File: src/rtl/apb_completer_regfile_if.sv
// APB bus bundle between a requester (master) and the register-file completer (slave).
interface apb_completer_regfile_if #(
  parameter int ADDR_W = 32
) ();
  logic [ADDR_W-1:0] paddr;
  logic [31:0]       pwdata;
  logic              pwrite;
  logic              psel;
  logic              penable;
  logic [31:0]       prdata;
  logic              pready;
  logic              pslverr;

  modport master (
    output paddr, pwdata, pwrite, psel, penable,
    input  prdata, pready, pslverr
  );

  modport slave (
    input  paddr, pwdata, pwrite, psel, penable,
    output prdata, pready, pslverr
  );
endinterface

File: src/rtl/apb_completer_regfile.sv
// APB completer register file: ID, write counter, CTRL and scratch words,
// with a fixed number of wait states per transfer.
module apb_completer_regfile #(
  parameter int          NUM_REGS    = 8,
  parameter int          ADDR_W      = 32,
  parameter int          WAIT_CYCLES = 1,
  parameter logic [31:0] ID_VALUE    = 32'hA5B0_0001
) (
  input  logic                      clk,
  input  logic                      rst,
  apb_completer_regfile_if.slave    bus,
  output logic [31:0]               ctrl_out
);

  localparam int IDX_W = ADDR_W - 2;
  localparam int SEL_W = $clog2(NUM_REGS);

  typedef enum logic {IDLE, ACCESS} state_t;

  state_t            state;
  logic [3:0]        wcnt;
  logic [ADDR_W-1:0] addr_q;
  logic              pwrite_q;
  logic [31:0]       wdata_q;
  logic [31:0]       wr_count;
  logic [31:0]       regs [2:NUM_REGS-1];

  logic [IDX_W-1:0]  idx;
  logic [SEL_W-1:0]  sel;
  logic              err;
  logic              done;
  logic [31:0]       rd_val;

  assign idx  = addr_q[ADDR_W-1:2];
  assign sel  = idx[SEL_W-1:0];
  assign err  = (addr_q[1:0] != 2'b00) || (idx >= IDX_W'(NUM_REGS)) ||
                (pwrite_q && (idx < IDX_W'(2)));
  assign done = (state == ACCESS) && bus.psel && bus.penable && (wcnt == 4'd0);

  // NOTE: every variable assigned in always_comb gets a default first, so no latch is inferred.
  always_comb begin
    rd_val = '0;
    if (idx == IDX_W'(0))      rd_val = ID_VALUE;
    else if (idx == IDX_W'(1)) rd_val = wr_count;
    else                       rd_val = regs[sel];
  end

  // Responses depend only on latched transfer state plus the live handshake.
  assign bus.pready  = done;
  assign bus.pslverr = done && err;
  assign bus.prdata  = (done && !err && !pwrite_q) ? rd_val : 32'h0;
  assign ctrl_out    = regs[2];

  // NOTE: sequential state uses non-blocking assignments only, so every flop samples pre-edge values.
  always_ff @(posedge clk or posedge rst) begin
    if (rst) begin
      state    <= IDLE;
      wcnt     <= 4'd0;
      addr_q   <= '0;
      pwrite_q <= 1'b0;
      wdata_q  <= '0;
      wr_count <= '0;
      // NOTE: the register array is architecturally visible, so it is reset, unlike a plain storage RAM.
      for (int i = 2; i < NUM_REGS; i++) regs[i] <= '0;
    end else begin
      case (state)
        IDLE: begin
          if (bus.psel && !bus.penable) begin
            wcnt     <= 4'(WAIT_CYCLES);
            addr_q   <= bus.paddr;
            pwrite_q <= bus.pwrite;
            wdata_q  <= bus.pwdata;
            state    <= ACCESS;
          end
        end
        ACCESS: begin
          if (!bus.psel) begin
            state <= IDLE;
          end else if (bus.penable) begin
            if (wcnt != 4'd0) begin
              wcnt <= wcnt - 4'd1;
            end else begin
              state <= IDLE;
              if (pwrite_q && !err) begin
                regs[sel] <= wdata_q;
                wr_count  <= wr_count + 32'd1;
              end
            end
          end
        end
        default: state <= IDLE;
      endcase
    end
  end

endmodule
File: src/flat_wrapper.sv
// flat-port wrapper written by rule: the top's interface ports become plain ports
module apb_completer_regfile_flat 
#(
  parameter int          NUM_REGS    = 8,
  parameter int          ADDR_W      = 32,
  parameter int          WAIT_CYCLES = 1,
  parameter logic [31:0] ID_VALUE    = 32'hA5B0_0001
)
  (clk, rst, ctrl_out, bus_paddr, bus_pwdata, bus_pwrite, bus_psel, bus_penable, bus_prdata, bus_pready, bus_pslverr);
  apb_completer_regfile_if #(.ADDR_W(ADDR_W)) bus_i ();
  input  logic clk;
  input  logic rst;
  output logic [31:0] ctrl_out;
  input wire logic [$bits(bus_i.paddr)-1:0] bus_paddr;
  input wire logic [$bits(bus_i.pwdata)-1:0] bus_pwdata;
  input wire logic [$bits(bus_i.pwrite)-1:0] bus_pwrite;
  input wire logic [$bits(bus_i.psel)-1:0] bus_psel;
  input wire logic [$bits(bus_i.penable)-1:0] bus_penable;
  output wire logic [$bits(bus_i.prdata)-1:0] bus_prdata;
  output wire logic [$bits(bus_i.pready)-1:0] bus_pready;
  output wire logic [$bits(bus_i.pslverr)-1:0] bus_pslverr;
  assign bus_i.paddr = bus_paddr;
  assign bus_i.pwdata = bus_pwdata;
  assign bus_i.pwrite = bus_pwrite;
  assign bus_i.psel = bus_psel;
  assign bus_i.penable = bus_penable;
  assign bus_prdata = bus_i.prdata;
  assign bus_pready = bus_i.pready;
  assign bus_pslverr = bus_i.pslverr;
  apb_completer_regfile #(.NUM_REGS(NUM_REGS), .ADDR_W(ADDR_W), .WAIT_CYCLES(WAIT_CYCLES), .ID_VALUE(ID_VALUE)) u_core (.clk(clk), .rst(rst), .bus(bus_i), .ctrl_out(ctrl_out));
endmodule
File: config.mk
export PLATFORM = sky130hd
export DESIGN_NAME = apb_completer_regfile_flat
export DESIGN_NICKNAME = d
export VERILOG_FILES = /design/src/rtl/apb_completer_regfile_if.sv /design/src/rtl/apb_completer_regfile.sv /design/src/flat_wrapper.sv
export SDC_FILE = /design/constraint.sdc
export NUM_CORES = 1
export LEC_CHECK = 0
export ABC_AREA = 1
export CAP_MARGIN = 20
export CORE_ASPECT_RATIO = 1.5
export CORE_MARGIN = 4
export CORE_UTILIZATION = 43
export CTS_CLUSTER_DIAMETER = 80
export DETAILED_ROUTE_END_ITERATION = 16
export DONT_BUFFER_PORTS = 1
export HOLD_SLACK_MARGIN = 0.08
export PLACE_DENSITY = 0.64
export SLEW_MARGIN = 20
export SYNTH_ARGS = -nofsm -noshare
export SYNTH_HDL_FRONTEND = slang
export SYNTH_SLANG_ARGS = --single-unit
export TNS_END_PERCENT = 20
File: constraint.sdc
create_clock -name clk -period 13.78 [get_ports clk]
set_clock_uncertainty 0.05 [all_clocks]
set_input_delay 4.134 -clock clk [delete_from_list [all_inputs] [get_ports clk]]
set_output_delay 4.134 -clock clk [all_outputs]
set_load 0.02 [all_outputs]
==> summary.txt <==
Outcome
  • Status: finished, final reports clean

Cells and area
  • Diode count: 0
  • Final Non-Filler Cells: between 2000 and 2500
  • Area grow syn2layout: 6.94%
  • Fill cells: roughly 3400
  • Layout cells sized above 1: ~5.7%
  • Nets: roughly 2000
  • Post-route cell area: between 0.015 and 0.02 sq mm

Floorplan
  • Cell row count: 82
  • Die ar.: 0.0373 sq mm
  • Die width: approximately 160 um
  • Die height: about 230 um
  • Initial core utilization: between 40% and 50%
  • Core box area: 0.0337 sq mm
  • # IOs: about 140

Synthesis
  • Mapped cell area: roughly 0.015 sq mm
  • Syn Inst Count: 1988
  • Post-synth net total: between 2000 and 2500
  • Post-synth top area cell: dfrtp_1
  • Top cell type's share of synthesized area: ~50%
  • Yosys warning total: 0
  • Post-synthesis sequential area ratio: roughly half
  • Yosys cell types: 32
  • Synthesized flop and latch total: between 200 and 300
  • Syn_area_per_cell: 7.40 sq um
  • Synth area leaders: dfrtp_1 50%, nand2_1 20%, nand3_1 8.7%

Route
  • Total wire length: 43.8 mm
  • Via count: 12885
  • Drt initial violations: 1395
  • Detail Route Antenna Nets: 0
  • DR WL/cell: 18.7 um
  • Remaining DRCs: 0
  • Drt via density: approximately 5.5
  • Router iterations before antenna repair: 6

Critical path
  • Max stage delay on crit path: 0.85 ns
  • Buf+Inv Stages, Crit Path: 1
  • Reg2reg end: u_core.ctrl_out[17]$_DFFE_PP0P_
  • Worst-path cell chain: nand4_1 -> inv_1 -> nand2_1 -> nor3_2 -> nand2_2 -> a21oi_1
  • CP Launch Type: primary input
  • Critical Path AT: 6.73 ns
  • Slowest-stage cell, CP: nor3_2
  • Source of the critical timing path: bus_penable
  • Kind of critical path: in2out
  • CP max FO: 32
  • Reg2reg path depth: 8
  • Crit-path leading delay family: simple AND/OR/NAND/NOR gates
  • Critical Path Sink Type: primary output
  • Worst R2R Start: u_core.addr_q[3]$_DFFE_PP0P_
  • Worst setup path end: bus_prdata[24]
  • Flop2flop setup slack: ~9.6 ns
  • Req. time, crit path: around 9.6 ns
  • Levels on crit path: 6

Clock network
  • TritonCTS clock tree: yes
  • Num CTS Buffers: 30
  • Skew-Pair Late Insertion Delay: ~0.57 ns
  • Worst-path clk slew: ~0.06 ns
  • Postcts setup bufs: 0
  • CTS HTree Levels: 1
  • Cts-stage hold buffer count: 0
  • Number of gates resized after cts: 0
  • Root buffer cell: clkbuf_16
  • CTS max path bufs: 3
  • Clock Sinks: between 200 and 300

STA
  • Relative slew slack: approximately a quarter
  • Number of setup violations in the final report: 0
  • Setup TNS: 0 ns
  • RSZ-0062 raised after global routing: no
  • Highest clock rate: between 90 and 100 MHz
  • Min Tclk post-route: 10.92 ns
  • Pins Over Slew Limit: 0
  • Period utilization: a little under 80%
  • Worst-Margin Slew: about 1.1 ns
  • Final hold slack: just over 0.4 ns
  • Final Hold Vio Count: 0

Global route
  • First-pass GRT wire length: ~70 mm
  • Largest net degree at the start of global routing: about 160
  • All-Layer GR Usage: ~23%
  • Initial antenna violation count: 0
  • Vias in the first global route: 12319
  • Gr ovfl total: 0

Placed design
  • DP HPWL: between 20 and 30 mm
  • Placed cell area: 0.0147 sq mm
  • Placed Cells incl. Taps: 2281
  • Routability Congestion: slightly below 1
  • IO buf count: 0

Power
  • Lkg Pwr: just over 8 nW
  • Tot Pwr: 2.22 mW
  • Maximum VDD drop: between 0.09 and 0.1 mV
  • Pwr/cell area: 141 mW/mm^2

Worst hold path
  • Hold path depth: 2
  • Worst hold-check path type: reg2reg

Job
  • Max Cap Viol: 0
## through the flow
stage	setup slack, ns	util, %
after detailed placement	2.52	43.6
after floorplan	1.48	-
after global placement	2.66	43.6
after global routing	2.69	46.7
final	2.86	46.7
after CTS	2.51	46.7
## worst register-to-register path, cell delays in order, from the launching register on
cell,delay (ns)
dfrtp_2,0.96
nor2_1,0.16
nand3_1,0.10
nand3_1,0.12
nor3_2,0.81
nand4_1,1.15
buf_4,0.59
nand2_1,0.10
nand2_1,0.06
## cell families after synthesis
group,after synthesis,share of synthesized area (%)
AOI/OAI and AO/OA,158,5.79
adders and majority gates,2,0.170
and+or+nand+nor,1305,36.7
buffers and inverters,228,7.23
DFF,294,50.0
xor gates and xnor gates,1,0.0595
## cell usage after synthesis (all sizes together)
cell    number
inv         78
o21bai       4
nand2      774
nor3b        2
a21oi       19
nand3      257
o22ai        1
a31oi        8
o211ai       8
or2         17
clkinv       2
nor4         1
clkbuf      73
xor2         1
nor3        12
nor2       214
nand4       23
buf         75
a22oi        8
o21ai      110
ha           2
nand3b       5
dfrtp      294
## per-layer routing
| metal | up-vias | share of wire [%] | track usage (%) | wire, um |
|---|---|---|---|---|
| li1 | 6123 | - | - | - |
| met1 | 6239 | 42 | 31.4 | 18400 |
| met2 | 451 | 48 | 37.6 | 20900 |
| met3 | 72 | 7.6 | 4.26 | 3350 |
| met4 | 0 | 2.7 | 7.82 | 1160 |
| met5 | - | 0 | 0 | 0 |
## sequential cells by signal, indices dropped and copies added, names as in the netlist
register         flops
u_core.addr_q       32
u_core.wcnt          4
u_core.regs        160
u_core.ctrl_out     32
u_core.state         1
u_core.wr_count     32
u_core.pwrite_q      1
u_core.wdata_q      32
## cells in the final DEF, fill, tap and decap left out, drive strengths merged
cell	Yosys	routed
nand2	774	774
a22oi	8	8
a21oi	19	19
o21ai	110	110
bufinv	0	2
a31oi	8	8
buf	75	21
inv	78	78
dfrtp	294	294
nand3	257	257
nor4	1	1
clkbuf	73	47
nand4	23	23
o21bai	4	4
ha	2	2
o22ai	1	1
nor2	214	214
clkinv	2	9
o211ai	8	8
xor2	1	1
or2	17	17
nor3b	2	2
nor3	12	12
nand3b	5	5
## where the power goes
group	switching, mW	leakage (nW)	internal, mW	total, mW
Combinational	0.265	3.62	0.0926	0.358
Clock	0.343	0.529	0.511	0.853
Sequential	0.0931	3.99	0.914	1.01
Total	0.701	8.14	1.52	2.22
## worst min path at each step
stage	start	end
4_1_cts	u_core.regs[89]$_DFFE_PP0P_	u_core.regs[89]$_DFFE_PP0P_
5_1_grt	u_core.regs[71]$_DFFE_PP0P_	u_core.regs[71]$_DFFE_PP0P_
2_1_floorplan	u_core.wcnt[3]$_DFFE_PP0P_	u_core.wcnt[3]$_DFFE_PP0P_
3_3_place_gp	u_core.regs[79]$_DFFE_PP0P_	u_core.regs[79]$_DFFE_PP0P_
6_report	u_core.regs[144]$_DFFE_PP0P_	u_core.regs[144]$_DFFE_PP0P_
3_5_place_dp	u_core.regs[71]$_DFFE_PP0P_	u_core.regs[71]$_DFFE_PP0P_
## area by class of cell
cell class,instances,area (sq um),area share (%)
Sequential cell,294,7360,46.8
Inverter,80,308,1.96
Timing Repair Buffer,21,170,1.08
Clock inverter,9,95.1,0.604
Multi-Input combinational cell,1466,6320,40.2
Tap cell,420,526,3.34
Clock buffer,47,956,6.08
Power figures use the tool's default switching activity.
